### src/rtl/bayer_pkg.sv
// Shared Bayer CFA definitions: pattern phase codes, colour channel enum and
// the per-site channel lookup used by the mosaic and demosaic stages.
package bayer_pkg;

   localparam logic [1:0] PAT_RGGB = 2'd0;
   localparam logic [1:0] PAT_GRBG = 2'd1;
   localparam logic [1:0] PAT_GBRG = 2'd2;
   localparam logic [1:0] PAT_BGGR = 2'd3;

   typedef enum logic [1:0] {
      CH_R = 2'd0,
      CH_G = 2'd1,
      CH_B = 2'd2
   } channel_t;

   // Colour sampled at a CFA site, given the phase at (0,0) and the row/column parity.
   function automatic channel_t channel_sel(input logic [1:0] pattern,
                                            input logic y0,
                                            input logic x0);
      channel_t ch;
      ch = CH_G;
      case (pattern)
         PAT_RGGB: begin
            if ({y0, x0} == 2'b00)      ch = CH_R;
            else if ({y0, x0} == 2'b11) ch = CH_B;
         end
         PAT_GRBG: begin
            if ({y0, x0} == 2'b01)      ch = CH_R;
            else if ({y0, x0} == 2'b10) ch = CH_B;
         end
         PAT_GBRG: begin
            if ({y0, x0} == 2'b01)      ch = CH_B;
            else if ({y0, x0} == 2'b10) ch = CH_R;
         end
         default: begin
            if ({y0, x0} == 2'b00)      ch = CH_B;
            else if ({y0, x0} == 2'b11) ch = CH_R;
         end
      endcase
      return ch;
   endfunction

endpackage

### src/rtl/bayer_skid_fifo.sv
// Two-entry valid/ready FIFO; in_ready depends only on the registered count,
// so there is no combinational path from out_ready back to the producer.
module bayer_skid_fifo #(
   parameter int DW = 9
) (
   input  logic          clk,
   input  logic          reset,
   input  logic [DW-1:0] in_data,
   input  logic          in_valid,
   output logic          in_ready,
   output logic [DW-1:0] out_data,
   output logic          out_valid,
   input  logic          out_ready
);

   logic [DW-1:0] mem_reg [2];
   logic [1:0]    count_reg;
   logic          wr_ptr_reg;
   logic          rd_ptr_reg;
   logic          push;
   logic          pop;

   assign in_ready  = (count_reg != 2'd2);
   assign out_valid = (count_reg != 2'd0);
   assign push      = in_valid & in_ready;
   assign pop       = out_ready & out_valid;
   assign out_data  = mem_reg[rd_ptr_reg];

   generate
      for (genvar gi = 0; gi < 2; gi++) begin : g_entry
         always_ff @(posedge clk) begin
            if (reset) begin
               mem_reg[gi] <= '0;
            end else if (push && (wr_ptr_reg == 1'(gi))) begin
               mem_reg[gi] <= in_data;
            end
         end
      end
   endgenerate

   always_ff @(posedge clk) begin
      if (reset) begin
         count_reg  <= 2'd0;
         wr_ptr_reg <= 1'b0;
         rd_ptr_reg <= 1'b0;
      end else begin
         if (push) wr_ptr_reg <= ~wr_ptr_reg;
         if (pop)  rd_ptr_reg <= ~rd_ptr_reg;
         case ({push, pop})
            2'b10:   count_reg <= count_reg + 2'd1;
            2'b01:   count_reg <= count_reg - 2'd1;
            default: count_reg <= count_reg;
         endcase
      end
   end

endmodule

### src/rtl/bayer_mosaic.sv
// RGB raster to 8-bit Bayer raw re-mosaic with a 2-entry output buffer.
// Define BAYER_MOSAIC_PATTERN_PORT_EN to add a per-frame runtime iPattern input.
module bayer_mosaic
   import bayer_pkg::*;
#(
   parameter int WIDTH         = 320,
   parameter int HEIGHT        = 240,
   parameter int BAYER_PATTERN = 0
) (
   input  logic       clk,
   input  logic       reset,
   input  logic [7:0] iR,
   input  logic [7:0] iG,
   input  logic [7:0] iB,
   input  logic       iValid,
   output logic       iReady,
`ifdef BAYER_MOSAIC_PATTERN_PORT_EN
   input  logic [1:0] iPattern,
`endif
   output logic [7:0] oData,
   output logic       oValid,
   input  logic       oReady,
   output logic       oLast,
   output logic       oDone
);

   localparam int XW = (WIDTH  > 1) ? $clog2(WIDTH)  : 1;
   localparam int YW = (HEIGHT > 1) ? $clog2(HEIGHT) : 1;

   logic [XW-1:0] x_reg;
   logic [YW-1:0] y_reg;
   logic          x_last;
   logic          y_last;
   logic          accept;
   logic          fifo_ready;
   logic          out_valid;
   logic [8:0]    head;
   logic [1:0]    pattern_cur;
   channel_t      channel;
   logic [7:0]    pixel_sel;
   logic          done_reg;

   assign x_last = (x_reg == XW'(WIDTH - 1));
   assign y_last = (y_reg == YW'(HEIGHT - 1));
   assign accept = iValid & fifo_ready;

   always_ff @(posedge clk) begin
      if (reset) begin
         x_reg <= '0;
         y_reg <= '0;
      end else if (accept) begin
         if (x_last) begin
            x_reg <= '0;
            y_reg <= y_last ? '0 : y_reg + YW'(1);
         end else begin
            x_reg <= x_reg + XW'(1);
         end
      end
   end

`ifdef BAYER_MOSAIC_PATTERN_PORT_EN
   logic [1:0] pattern_reg;
   logic       frame_start;

   // Pixel (0,0) already uses the incoming pattern; the rest of the frame uses the latched copy.
   assign frame_start = (x_reg == '0) && (y_reg == '0);
   assign pattern_cur = frame_start ? iPattern : pattern_reg;

   always_ff @(posedge clk) begin
      if (reset) begin
         pattern_reg <= 2'(BAYER_PATTERN);
      end else if (accept && frame_start) begin
         pattern_reg <= iPattern;
      end
   end
`else
   assign pattern_cur = 2'(BAYER_PATTERN);
`endif

   assign channel = channel_sel(pattern_cur, y_reg[0], x_reg[0]);

   always_comb begin
      pixel_sel = iG;
      case (channel)
         CH_R:    pixel_sel = iR;
         CH_B:    pixel_sel = iB;
         default: pixel_sel = iG;
      endcase
   end

   bayer_skid_fifo #(
      .DW (9)
   ) u_fifo (
      .clk       (clk),
      .reset     (reset),
      .in_data   ({x_last & y_last, pixel_sel}),
      .in_valid  (iValid),
      .in_ready  (fifo_ready),
      .out_data  (head),
      .out_valid (out_valid),
      .out_ready (oReady)
   );

   always_ff @(posedge clk) begin
      if (reset) begin
         done_reg <= 1'b0;
      end else begin
         done_reg <= out_valid & oReady & head[8];
      end
   end

   assign iReady = fifo_ready;
   assign oValid = out_valid;
   assign oData  = head[7:0];
   assign oLast  = head[8];
   assign oDone  = done_reg;

endmodule

### config.mk
export PLATFORM = sky130hd
export DESIGN_NAME = bayer_mosaic
export DESIGN_NICKNAME = d
export VERILOG_FILES = /design/src/rtl/bayer_pkg.sv /design/src/rtl/bayer_skid_fifo.sv /design/src/rtl/bayer_mosaic.sv
export SDC_FILE = /design/constraint.sdc
export NUM_CORES = 1
export LEC_CHECK = 0
export ABC_AREA = 1
export BUFFER_PORTS_ARGS = -buffer_cell sky130_fd_sc_hd__buf_2
export CORE_ASPECT_RATIO = 1.75
export CORE_MARGIN = 1.5
export CORE_UTILIZATION = 50
export CTS_CLUSTER_DIAMETER = 150
export DETAILED_ROUTE_END_ITERATION = 8
export PLACE_DENSITY = 0.76
export SLEW_MARGIN = 10
export SYNTH_ARGS = -nofsm -noshare
export SYNTH_HDL_FRONTEND = slang
export SYNTH_SLANG_ARGS = --single-unit
### constraint.sdc
create_clock -name clk -period 1.6 [get_ports clk]
set_input_delay 0.16 -clock clk [delete_from_list [all_inputs] [get_ports clk]]
set_output_delay 0.16 -clock clk [all_outputs]
set_load 0.01 [all_outputs]
# --- Word level (Yosys, flattened, before mapping) ---
# Memories as Yosys holds them, arrays and structs flattened. A register that Yosys moved wholly into a read port is not among the register bits.
# Index checks and enable logic that the tools add are counted.
classes:
  add_sub_neg: 4
  n_eq_ne: 7
  n_mux: 18
  bitwise_logic: 8
  n_reduce_logical: 7
op_table:
  columns: ["cell", "n"]
  rows:
  - ["9-bit 2-to-1 mux", 3]
  - ["8-bit one-hot mux with 2 select lines", 1]
  - ["1-bit 2-to-1 mux", 10]
  - ["9-bit by 1-bit adder with 9-bit output (second input constant)", 1]
  - ["9-bit == test (second input constant)", 1]
  - ["8-bit by 1-bit adder with 8-bit output (second input constant)", 1]
  - ["8-bit == test (second input constant)", 1]
  - ["8-bit 2-to-1 mux", 1]
  - ["2-bit == test (second input constant)", 3]
  - ["1-bit AND", 4]
  - ["2-bit zero test", 2]
  - ["2-bit 2-to-1 mux", 2]
  - ["2-bit one-hot mux with 2 select lines", 1]
  - ["2-bit nonzero test", 2]
  - ["2-bit by 1-bit adder with 2-bit output (second input constant)", 1]
  - ["2-bit by 1-bit == test with 1-bit output (second input constant)", 1]
  - ["1-bit logical AND", 2]
  - ["2-bit != test (second input constant)", 1]
  - ["1-bit inverter", 2]
  - ["1-bit OR", 2]
  - ["2-bit AND reduction", 1]
  - ["2-bit by 1-bit subtractor with 2-bit output (second input constant)", 1]
totals:
  register_bits: 22
  ramBits: 18
  memories: 1
memory_table:
  columns: ["memory", "depth", "word_bits", "rd", "rd_ports_with_merged_regs", "wr", "line_no", "text"]
  rows:
  - ["u_fifo.mem_reg", 2, 9, 1, 1, 2, "bayer_skid_fifo.sv:16", "logic [DW-1:0] mem_reg [2];"]

# --- Longest topological paths before layout ---
# Gate-level depths: netlist of the first run.
logic_depth:
  ltp_word: 7
  ltp_mapped: 10

# --- Modules after synthesis ---
# Synthesis of the first run repeated with hierarchy kept, for this count alone.
hier_totals:
  hier_cells: 283
  hier_area_um2: 2214.6
modules_own_cells:
  columns: ["module", "instances", "cells_per_inst", "area_each_um2", "seq_area_each_um2"]
  rows:
  - ["bayer_mosaic", 1, 188, 1173.6, 360.3]
  - ["bayer_skid_fifo", 1, 95, 1041.0, 640.6]

# --- Worst setup path before layout of the first run ---
# OpenSTA, ideal clock, no wires.
synth_path:
  kind: "register -> register"
  from: "register u_fifo.count_reg[0]"
  to: "memory u_fifo.mem_reg[1][0], enable pin"
  setup_time_ps: 390
  t_arrival_ps: 1361
  required_ps: 1210
  slack_ps: -150
  path_stages_with_launch: 5
  path_buffers: 0
  path_cell_list: "dfxtp_1 > inv_2 > nand2_4 > nand2_8 > o21ai_0"
synth_rtl:
  columns: ["item", "line_no", "text"]
  rows:
  - ["from (decl)", "bayer_skid_fifo.sv:17", "logic [1:0] count_reg;"]
  - ["from (signal assigned)", "bayer_skid_fifo.sv:50", "2'b10: count_reg <= count_reg + 2'd1;"]
  - ["from (signal assigned)", "bayer_skid_fifo.sv:51", "2'b01: count_reg <= count_reg - 2'd1;"]
  - ["from (signal assigned)", "bayer_skid_fifo.sv:52", "default: count_reg <= count_reg;"]
  - ["to (decl)", "bayer_skid_fifo.sv:16", null]

# --- Worst setup path in the final report of the first run ---
layout_path:
  from: "register x_reg[1]"
  to: "register y_reg[6]"
layout_between:
  elab_chain_len: 2
layout_rtl:
  columns: ["item", "line_no", "text"]
  rows:
  - ["from (decl)", "bayer_mosaic.sv:30", "logic [XW-1:0] x_reg;"]
  - ["from (signal assigned)", "bayer_mosaic.sv:56", "x_reg <= x_reg + XW'(1);"]
  - ["9-bit == test", "bayer_mosaic.sv:43", "assign x_last = (x_reg == XW'(WIDTH - 1));"]
  - ["2-bit AND reduction (no line)", null, null]
  - ["to (signal assigned)", "bayer_mosaic.sv:54", "y_reg <= y_last ? '0 : y_reg + YW'(1);"]
  - ["to (decl)", "bayer_mosaic.sv:31", "logic [YW-1:0] y_reg;"]
# No other way between the ends.
# A chain may end at the register's enable or synchronous reset.

==> impl_results.md, run 1 <==
- Number of diodes: 0
- Critical path class: register to register
- Total core area: slightly above 0.004 sq mm
- Async S/R FF share, synth: 0
- Clk sinks: 41
- Worst-Skew Late Latency: approximately 0.29 ns
- Die W: 52.6 um
- I/O Pins: 40
- Setup ws final: 0.154 ns
- RR Endpoint: y_reg[6]
- Bufs on Longest Clock Path: 2
- Final min period: between 1 and 1.5 ns
- Post-Syn Area: between 0.002 and 0.0025 sq mm
- Clock root buffer: clkbuf_8
- Number of enable flip-flop cells after synthesis: 18
- Worst slack, placed: 0.0918 ns
- Syn_area_per_cell: roughly 8.9 sq um
- Met2 usage: 0.370
- Met1 usage: 0.192
- Vias per inst: approximately 5.1
- Final hold viol count: 0
- Slew Limit Fails: 0
- Nets: around 320
- Reg-to-reg slack, setup: roughly 0.15 ns
- Most frequent cell after synthesis: nor2_1
- Die ar.: 0.00472 sq mm
- Endpoint, Worst Hold: oDone
- Setup violators final: 0
- Reg2Reg Depth: 8
- Reg2Reg Launch Point: x_reg[1]
- Fin cells: 340
- ANT nets after route: 0
- Post-route setup TNS: 0 ns
- Cell count after placement: between 300 and 400
- Fin crit share: 0.904
- Initial Utilization: 0.518
- Most used DFF post-synth: dfxtp_1
- WL/cell: about 13 um
- Yosys top cell area share: 0.251
- Critical path peak fanout: 6
- Largest area contributor in the netlist: edfxtp_1
- GRT Overall Usage: 0.195
- Yosys warnings: 0
- GP Congestion: 0.831
- Hold WC Path Type: primary input to register
- Slew @ Worst Pin: around 0.28 ns
- DRT Wirelength: 4.28 mm
- Most crowded layer after global routing: met2
- Initial drt markers: 29
- PwrDens: 1070 mW/mm^2
- Drt drc: 0
- Initial antenna violation count: 0
- TritonRoute pass-1 iters: 4
- Area grow syn2layout: 18.8%
- Setup crit start kind: register
- Max reg flops: 18
- FP Rows: 31
- Maximum clock rate: around 0.69 GHz
- Synth area leaders: edfxtp_1 25%, dfxtp_1 21%, nor2_1 7.9%, nand2_1 6.8%, mux2_2 4.2%
- Clock slew at reported path FFs: around 0.08 ns
- Met3 Track Usage GR: 0.0415
- Top cells by count, synth: 45 x nor2_1, 39 x nand2_1, 23 x dfxtp_1
- Vias in the first global route: ~1700
- Total global routing overflow: 0
- H-tree Lvls: 2
- Hold Crit Start: oReady
- Synth Register Bits: 41
- Post-synthesis cell type count: 31
- TritonCTS Buffers: 5
- Seq/Total Area, Yosys: 0.465
- DP Wirelength: about 3.4 mm
- PortBufs: 39
- Layout Skew: 0.00443 ns
- Cell Area, Placed: 0.00244 sq mm
- RSZ-0062 raised after global routing: no
- Largest net degree at the start of global routing: 14
- CP Capture Type: register
- Peak supply drop: around 0.73 mV
- CTS tree: done
- Outcome: completed
- Layout cells sized above 1: 0.299
- Die H: approximately 90 um
- Finished Cell Area: 0.00255 sq mm
- First-pass GRT wire length: slightly above 7 mm
- CP required: approximately 1.8 ns
- DR vias: 1740
- Cell count after synthesis: around 240
- Crit path DAT: 1.64 ns
- Post-Syn Nets: ~270
- P_leak: between 1 and 1.5 nW
- Max-Cap Viols: 0
- Max-slew headroom: 0.809
- Hold path depth: 3
-- metal layers --
metal,vias to the layer above,routed length (um)
met1,788,1590
met5,-,0
met4,0,97
met2,34,2450
met3,10,144
li1,908,-
-- cell type report --
type,count,area [sq um]
timing repair buffer,48,263
tap,49,61.3
inverter,23,91.3
clock buffer,6,72.6
multi-input combinational,171,1020
sequential,41,1010
clock inverter,2,35.0
fill,380,1600
-- power breakdown --
part	leakage, nW	switching (mW)	internal, mW
clock network	0.0552	0.347	0.463
logic	0.724	0.350	0.287
registers	0.380	0.0739	1.22
-- worst max-delay path, stage by stage (launching register included) --
cell	delay (ns)
dfxtp_1	0.37
ha_1	0.19
nand2_1	0.12
nor2_4	0.20
nand3b_4	0.14
nand2_2	0.15
inv_2	0.08
nand2_1	0.06
nand2_1	0.05
-- through the flow --
stage                     hold slack, ns  utilization  total power [mW]
final                              0.124        0.616              2.74
after global routing               0.144        0.616              2.88
after CTS                          0.121        0.614              2.75
after detailed placement           0.428        0.588              1.95
after global placement             0.424        0.588              1.93
after floorplan                    0.229            -              1.74
-- cells by family after synthesis --
group / Yosys count / share of synthesized area
compound gates: 27 / 0.0768
flops: 41 / 0.465
mux: 16 / 0.0791
simple gates: 118 / 0.270
buf+inv: 29 / 0.0593
xor+xnor: 5 / 0.0204
fa+ha+maj: 5 / 0.0291
-- timing repair --
item	4_1_cts	5_1_grt
hold buffers	0	0
setup buffers	0	0
setup endpoints to repair	0	23
resized for setup	0	7
-- worst max-delay path by stage --
stage,start,to,depth (start not counted)
6_report,x_reg[1],y_reg[6],8
5_1_grt,y_reg[0],u_fifo.mem_reg[0][8],7
4_1_cts,register,oData[3],2
3_5_place_dp,x_reg[0],u_fifo.mem_reg[0][5],5
3_3_place_gp,x_reg[0],y_reg[7],8
2_1_floorplan,u_fifo.count_reg[0],u_fifo.mem_reg[1][0],4
-- cell usage in the layout (no fill, tap or decap), types with 3 or more instances in the layout --
cell type  count
mux2_2         8
a22o_1         8
dfxtp_2        5
ha_1           5
inv_1         18
nand3_1       14
a21oi_1        8
edfxtp_1      18
inv_2          3
buf_4          9
buf_2         39
clkbuf_8       5
o21ai_1        3
nand4_1        4
dfxtp_1       18
nand2_1       39
o21ai_0        8
mux2i_1        8
nand3_2        3
xor2_1         5
nor2_1        44
nor2_4         4
nand2_2        3
Note: power is estimated with default switching activity, not from simulation.
==> inputs of run 2 (changes only) <==
Settings changed: CORE_MARGIN 1.5 to unset.
==> run 2 against run 1 <==
  * Count of clock-buffer cells in the layout unchanged
  * Largest power group unchanged
  * Fmax shrank 0.42%
  * Final cell count is 0.29% lower
  * Via count fell by 0.86%
  * Utilization grew 0.28 points
  * Sequential power is essentially flat
  * Total power fell by 0.62%
  * First-iteration DRC count fell by 6.9%
  * Non-clock buffer count is 1 lower
  * Critical path type unchanged
  * Register-to-register slack barely moved
==> impl_results.md, run 2 (synthesis results as in run 1) <==
- Outcome: completed (unchanged)
- Worst slack, placed: 0.0751 ns (was 0.0918 ns)
- Cell count after placement: 331 (was 332)
- Most frequent cells in the layout: 45 x nor2_1, 39 x nand2_1, 39 x buf_2 (was 44 x nor2_1, 39 x nand2_1, 39 x buf_2)
- Clk sinks: 41 (unchanged)
- WL/cell: 12.2 um (was 12.6 um)
- Power Total: 2.72 mW (was 2.74 mW)
- DP Wirelength: 3.24 mm (was 3.40 mm)
- Fin crit share: 0.908 (was 0.904)
- Setup ws final: 0.148 ns (was 0.154 ns)
- Worst path top cell family by delay: flip-flops (was simple AND/OR/NAND/NOR gates)
- Vias per inst: 5.09 (was 5.12)
- Initial antenna violation count: 0 (unchanged)
- TritonRoute pass-1 iters: 4 (unchanged)
- PortBufs: 39 (unchanged)
- Largest net degree at the start of global routing: 14 (unchanged)
- Commonest non-fill, non-tap cell in the layout: nor2_1 (unchanged)
- RSZ-0062 raised after global routing: no (unchanged)
- Initial Utilization: 0.523 (was 0.518)
- Layout cells sized above 1: 0.283 (was 0.299)
- Max incr delay on CP: 0.37 ns (about the same)
- Finished Core Util: 0.618 (was 0.616)
- Peak supply drop: 0.650 mV (was 0.730 mV)
- Vias in the first global route: 1630 (was 1737)
- DR vias: 1725 (was 1740)
- I/O Pins: 40 (unchanged)
- Slew Limit Fails: 0 (unchanged)
- First-pass GRT wire length: 6.62 mm (was 7.08 mm)
- Setup violators final: 0 (unchanged)
- Post-CTS sizing: 0 (unchanged)
- GP Congestion: 0.827 (was 0.831)
- Area grow syn2layout: 18.2% (was 18.8%)
- Number of diodes: 0 (unchanged)
- Total core area: 0.00411 sq mm (was 0.00415 sq mm)
- Die H: 88.8 um (was 89.8 um)
- ANT nets after route: 0 (unchanged)
- CTS tree: done (unchanged)
- Layout Skew: 0.00713 ns (was 0.00443 ns)
- CP required: 1.65 ns (was 1.79 ns)
- Hold_buf cts: 0 (unchanged)
- Post-route setup TNS: 0 ns (unchanged)
- Slew @ Worst Pin: 0.274 ns (was 0.283 ns)
- CP bufs+invs: 2 (was 1)
- Maximum clock rate: 0.689 GHz (was 0.692 GHz)
- Critical path peak fanout: 5 (was 6)
- H-tree Lvls: 2 (unchanged)
- GRT Overall Usage: 0.198 (was 0.195)
- Nets: 322 (was 323)
- Fin cells: 339 (was 340)
- Clock slew at reported path FFs: 0.08 ns (about the same)
- Total global routing overflow: 0 (unchanged)
- CP Cell Sequence: inv_1 > ha_1 > buf_4 > mux2i_1 > nor2_1 (was ha_1 > nand2_1 > nor2_4 > nand3b_4 > nand2_2 > inv_2 > nand2_1 > nand2_1)
- Critical path class: register to register (unchanged)
- Initial drt markers: 27 (was 29)
- Clock root buffer: clkbuf_8 (unchanged)
- CP Capture Type: register (unchanged)
- FP Rows: 31 (unchanged)
- TritonCTS Buffers: 5 (unchanged)
- Post-CTS setup buffers: 0 (unchanged)
- Max-Cap Viols: 0 (unchanged)
- Die W: 51.6 um (was 52.6 um)
- DRT Wirelength: 4.13 mm (was 4.28 mm)
- P_leak: 1.16 nW (about the same)
- Worst-Skew Late Latency: 0.30 ns (was 0.29 ns)
- Hold WC Path Type: primary input to register (unchanged)
- Slowest cell on crit path: dfxtp_2 (was dfxtp_1)
- Drt drc: 0 (unchanged)
- Bufs on Longest Clock Path: 2 (unchanged)
- Setup crit start kind: register (unchanged)
- Final hold viol count: 0 (unchanged)
- Crit path DAT: 1.51 ns (was 1.64 ns)
- Die ar.: 0.00458 sq mm (was 0.00472 sq mm)
- PwrDens: 1070 mW/mm^2 (about the same)
- Final min period: 1.45 ns (about the same)
- Max-slew headroom: 0.816 (was 0.809)
- Max reg flops: 18 (unchanged)
-- run 2: cell types whose count changed in the layout (fill, tap and decap cells not counted) --
cell	previous run	this run
inv_2	3	2
dfxtp_2	5	3
buf_4	9	8
dfxtp_1	18	20
inv_1	18	19
nor2_2	1	0
nor2_1	44	45
-- run 2: final cells by class --
type | instances | area, sq um
clock buffers | 6 | 72.6
repair buffers | 47 | 255
inverters | 23 | 91.3
flip-flops and latches | 41 | 1000
clock inverters | 2 | 35.0
multi-input cells | 171 | 1020
fillers | 376 | 1570
well taps | 49 | 61.3
-- run 2: final timing paths --
kind	start	to	slack, ns	cells after the start
worst max register to register	x_reg[0]	u_fifo.mem_reg[1][4]	0.15	5
worst min register to register	u_fifo.rd_ptr_reg	u_fifo.rd_ptr_reg	0.47	1
worst max-delay path	x_reg[0]	u_fifo.mem_reg[1][4]	0.15	5
worst min-delay path	oReady	oDone	0.12	3
-- run 2: report_power, final --
part / total (mW) / internal, mW / switching (mW)
registers: 1.28 / 1.21 / 0.0718
logic: 0.626 / 0.281 / 0.346
clock network: 0.810 / 0.463 / 0.347
total: 2.72 / 1.96 / 0.765
-- run 2: layer usage --
metal | wire length (um) | global-route usage | vias up | part of all wire
met5 | 0 | 0 | - | 0
met4 | 140 | 0.128 | 0 | 0.034
met3 | 155 | 0.0481 | 14 | 0.038
met2 | 2300 | 0.377 | 30 | 0.56
met1 | 1540 | 0.179 | 786 | 0.37
li1 | - | - | 895 | -
-- run 2: through the flow --
step / instance area (sq um) / hold slack, ns
floorplan: 2150 / 0.229
global placement: 2430 / 0.424
detailed placement: 2430 / 0.428
CTS: 2540 / 0.116
global route: 2540 / 0.142
finish: 2540 / 0.115
-- run 2: worst min-delay path: cells and delay by family --
kind	cells	cell delay [ns]
buffers and inverters	1	0.09
and+or+nand+nor	2	0.12
==> inputs of run 3 (changes only) <==
Settings changed: SLEW_MARGIN 10 to unset, SYNTH_HIERARCHICAL set to 1.
==> run 3 against run 2 <==
  * First-iteration DRC count rose by 37%
  * Global-route usage rose by 2.3 points
  * Largest power group unchanged
  * Clock power fell by 14%
  * Largest cell class unchanged
  * Critical endpoint is now u_fifo/mem_reg[1][2]
==> impl_results.md, run 3 <==
- TritonCTS Buffers: 5 (unchanged)
- Worst path top cell family by delay: buffers and inverters (was flip-flops)
- TritonRoute pass-1 iters: 4 (unchanged)
- Vias per inst: 4.95 (was 5.09)
- Post-Syn Nets: 316 (was 274)
- Area of the multi-input gates: 0.00105 sq mm (was 0.00102 sq mm)
- Outcome: completed (unchanged)
- Initial antenna violation count: 0 (unchanged)
- RSZ-0062 raised after global routing: no (unchanged)
- FP Rows: 31 (unchanged)
- Bufs on Longest Clock Path: 2 (unchanged)
- WL/cell: 12.1 um (was 12.2 um)
- Drt drc: 0 (unchanged)
- H-tree Lvls: 2 (unchanged)
- CP Cell Sequence: inv_1 > ha_2 > buf_4 > a21oi_1 > a21oi_1 > inv_1 > nor2_1 (was inv_1 > ha_1 > buf_4 > mux2i_1 > nor2_1)
- CTS tree: done (unchanged)
- Largest area contributor in the netlist: edfxtp_1 (unchanged)
- Die W: 52.3 um (was 51.6 um)
- Critical path peak fanout: 6 (was 5)
- Max incr delay on CP: 0.32 ns (was 0.37 ns)
- Vias in the first global route: 1941 (was 1630)
- GP Congestion: 0.887 (was 0.827)
- Simple-gate share of the synthesized area: 0.308 (was 0.270)
- Async S/R FF share, synth: 0 (unchanged)
- Most frequent cell after synthesis: nand2_1 (was nor2_1)
- Post-synthesis compound-gate area fraction: 0.0808 (was 0.0768)
- Hold_buf cts: 0 (unchanged)
- XOR/XNOR Fraction of Synth Area: 0.00791 (was 0.0204)
- DP Wirelength: 3.60 mm (was 3.24 mm)
- P_leak: 1.24 nW (was 1.16 nW)
- Slowest cell on crit path: dfxtp_1 (was dfxtp_2)
- Initial drt markers: 37 (was 27)
- Cell Area, Placed: 0.00251 sq mm (was 0.00243 sq mm)
- Seq/Total Area, Yosys: 0.452 (was 0.465)
- Clock root buffer: clkbuf_8 (unchanged)
- Initial Utilization: 0.529 (was 0.523)
- Layout fillers: 408 (was 376)
- Slew Limit Fails: 0 (unchanged)
- Combinational family with the most area after synthesis: simple AND/OR/NAND/NOR gates (unchanged)
- Clk sinks: 41 (unchanged)
- Sequential Area: 0.00101 sq mm (was 0.00100 sq mm)
- Clock slew at reported path FFs: 0.08 ns (about the same)
- Fin crit share: 0.915 (was 0.908)
- Total core area: 0.00419 sq mm (was 0.00411 sq mm)
- I/O Pins: 40 (unchanged)
- Final hold viol count: 0 (unchanged)
- Cell count after synthesis: 283 (was 241)
- Top cells by count, synth: 66 x nand2_1, 58 x nor2_1, 36 x inv_1 (was 45 x nor2_1, 39 x nand2_1, 23 x dfxtp_1)
- Die ar.: 0.00471 sq mm (was 0.00458 sq mm)
- Worst slack, placed: 0.0692 ns (was 0.0751 ns)
- Layout Skew: 0.00449 ns (was 0.00713 ns)
- CP Capture Type: register (unchanged)
- Finished Core Util: 0.625 (was 0.618)
- Critical path class: register to register (unchanged)
- Worst-Skew Late Latency: 0.29 ns (was 0.30 ns)
- Syn_area_per_cell: 7.83 sq um (was 8.92 sq um)
- Max reg flops: 18 (unchanged)
- Setup crit start kind: register (unchanged)
- First-pass GRT wire length: 7.89 mm (was 6.62 mm)
- Number of diodes: 0 (unchanged)
- Setup violators final: 0 (unchanged)
- ANT nets after route: 0 (unchanged)
- Mux contribution to synthesized area: 0.0458 (was 0.0791)
- Setup ws final: 0.137 ns (was 0.148 ns)
- Synth area leaders: edfxtp_1 24%, dfxtp_1 21%, nand2_1 11%, nor2_1 9.8%, inv_1 6.1% (was edfxtp_1 25%, dfxtp_1 21%, nor2_1 7.9%, nand2_1 6.8%, mux2_2 4.2%)
- Total global routing overflow: 0 (unchanged)
- Die H: 90.0 um (was 88.8 um)
- Number of enable flip-flop cells after synthesis: 18 (unchanged)
- PwrDens: 997 mW/mm^2 (was 1070 mW/mm^2)
- Most used DFF post-synth: dfxtp_1 (unchanged)
- Peak supply drop: 0.636 mV (was 0.650 mV)
- Post-synthesis adder-cell area fraction: 0.0282 (was 0.0291)
- Post-Syn Area: 0.00221 sq mm (was 0.00215 sq mm)
- Maximum clock rate: 0.683 GHz (was 0.689 GHz)
- Hold WC Path Type: primary input to register (unchanged)
- Crit path DAT: 1.51 ns (about the same)
- Max-slew headroom: 0.749 (was 0.816)
- Area grow syn2layout: 18.3% (was 18.2%)
- CP required: 1.65 ns (about the same)
- Synth Register Bits: 41 (unchanged)
- GRT Overall Usage: 0.221 (was 0.198)
- Largest net degree at the start of global routing: 14 (unchanged)
- DRT Wirelength: 4.63 mm (was 4.13 mm)
- Max-Cap Viols: 0 (unchanged)
- Yosys top cell area share: 0.244 (was 0.251)
- Layout cells sized above 1: 0.257 (was 0.283)
- Commonest non-fill, non-tap cell in the layout: nand2_1 (was nor2_1)
- DR vias: 1897 (was 1725)
- Post-synthesis cell type count: 30 (was 31)
- Finished Cell Area: 0.00262 sq mm (was 0.00254 sq mm)
- Most frequent cells in the layout: 66 x nand2_1, 57 x nor2_1, 39 x buf_2 (was 45 x nor2_1, 39 x nand2_1, 39 x buf_2)
- PortBufs: 39 (unchanged)
- Slew @ Worst Pin: 0.375 ns (was 0.274 ns)
- Nets: 366 (was 322)
- Yosys warnings: 6 (was 0)
- CP bufs+invs: 3 (was 2)
- Post-route setup TNS: 0 ns (unchanged)
- Final min period: 1.46 ns (was 1.45 ns)
run 3: cell types whose count changed after synthesis, sizes merged, moves of 3 or more:
cell	delta
nand2	+24
inv	+18
a21oi	+12
nor2	+12
a22o	-8
mux2i	-8
nand3	-7
xor2	-3
run 3: metrics by stage:
stage,cells,hold slack (ns),power [mW]
floorplan,283,0.222,1.70
global placement,375,0.415,1.91
detailed placement,375,0.417,1.93
CTS,383,0.101,2.63
global route,383,0.129,2.77
finish,383,0.105,2.61
run 3: cells by family (layout without fill, tap and decap cells):
logic type      count (synthesis)  in the layout
simple gates                  149            149
buf+inv                        45             96
flops                          41             41
compound gates                 32             32
mux                             9              9
fa+ha+maj                       5              5
xor+xnor                        2              2
run 3: power breakdown:
group / internal (mW) / switching (mW)
Sequential: 1.21 / 0.0741
Combinational: 0.274 / 0.359
Clock: 0.352 / 0.348
run 3: what timing repair did:
item | CTS | global route
setup buffers | 0 | 0
endpoints found under the setup margin | 0 | 29
resized for setup | 0 | 9
run 3: cell type report:
class                           count  share of cell area
Multi-Input combinational cell    197               0.401
Sequential cell                    41               0.384
Timing Repair Buffer               47              0.0974
Inverter                           41              0.0587
Clock buffer                        7              0.0330
Tap cell                           49              0.0234
Clock inverter                      1             0.00239
run 3: tightest hold or removal path: stages:
cell and delay (ns):
buf_2 0.10, nand3_1 0.06, nor2_1 0.04
run 3: layer usage:
metal	GRT usage	up-vias	routed length (um)
met1	0.198	852	1670
li1	-	1000	-
met3	0.0389	7	173
met4	0.0943	0	103
met2	0.437	38	2680
met5	0	-	0
run 3: path summary, 6_finish.rpt:
check / slack (ns) / depth (start not counted) / start / end
setup reg to reg: 0.14 / 7 / y_reg[0] / u_fifo/mem_reg[1][2]
hold / removal: 0.10 / 3 / oReady / oDone
hold reg to reg: 0.48 / 1 / u_fifo/count_reg[0] / u_fifo/count_reg[0]
setup / recovery: 0.14 / 7 / y_reg[0] / u_fifo/mem_reg[1][2]
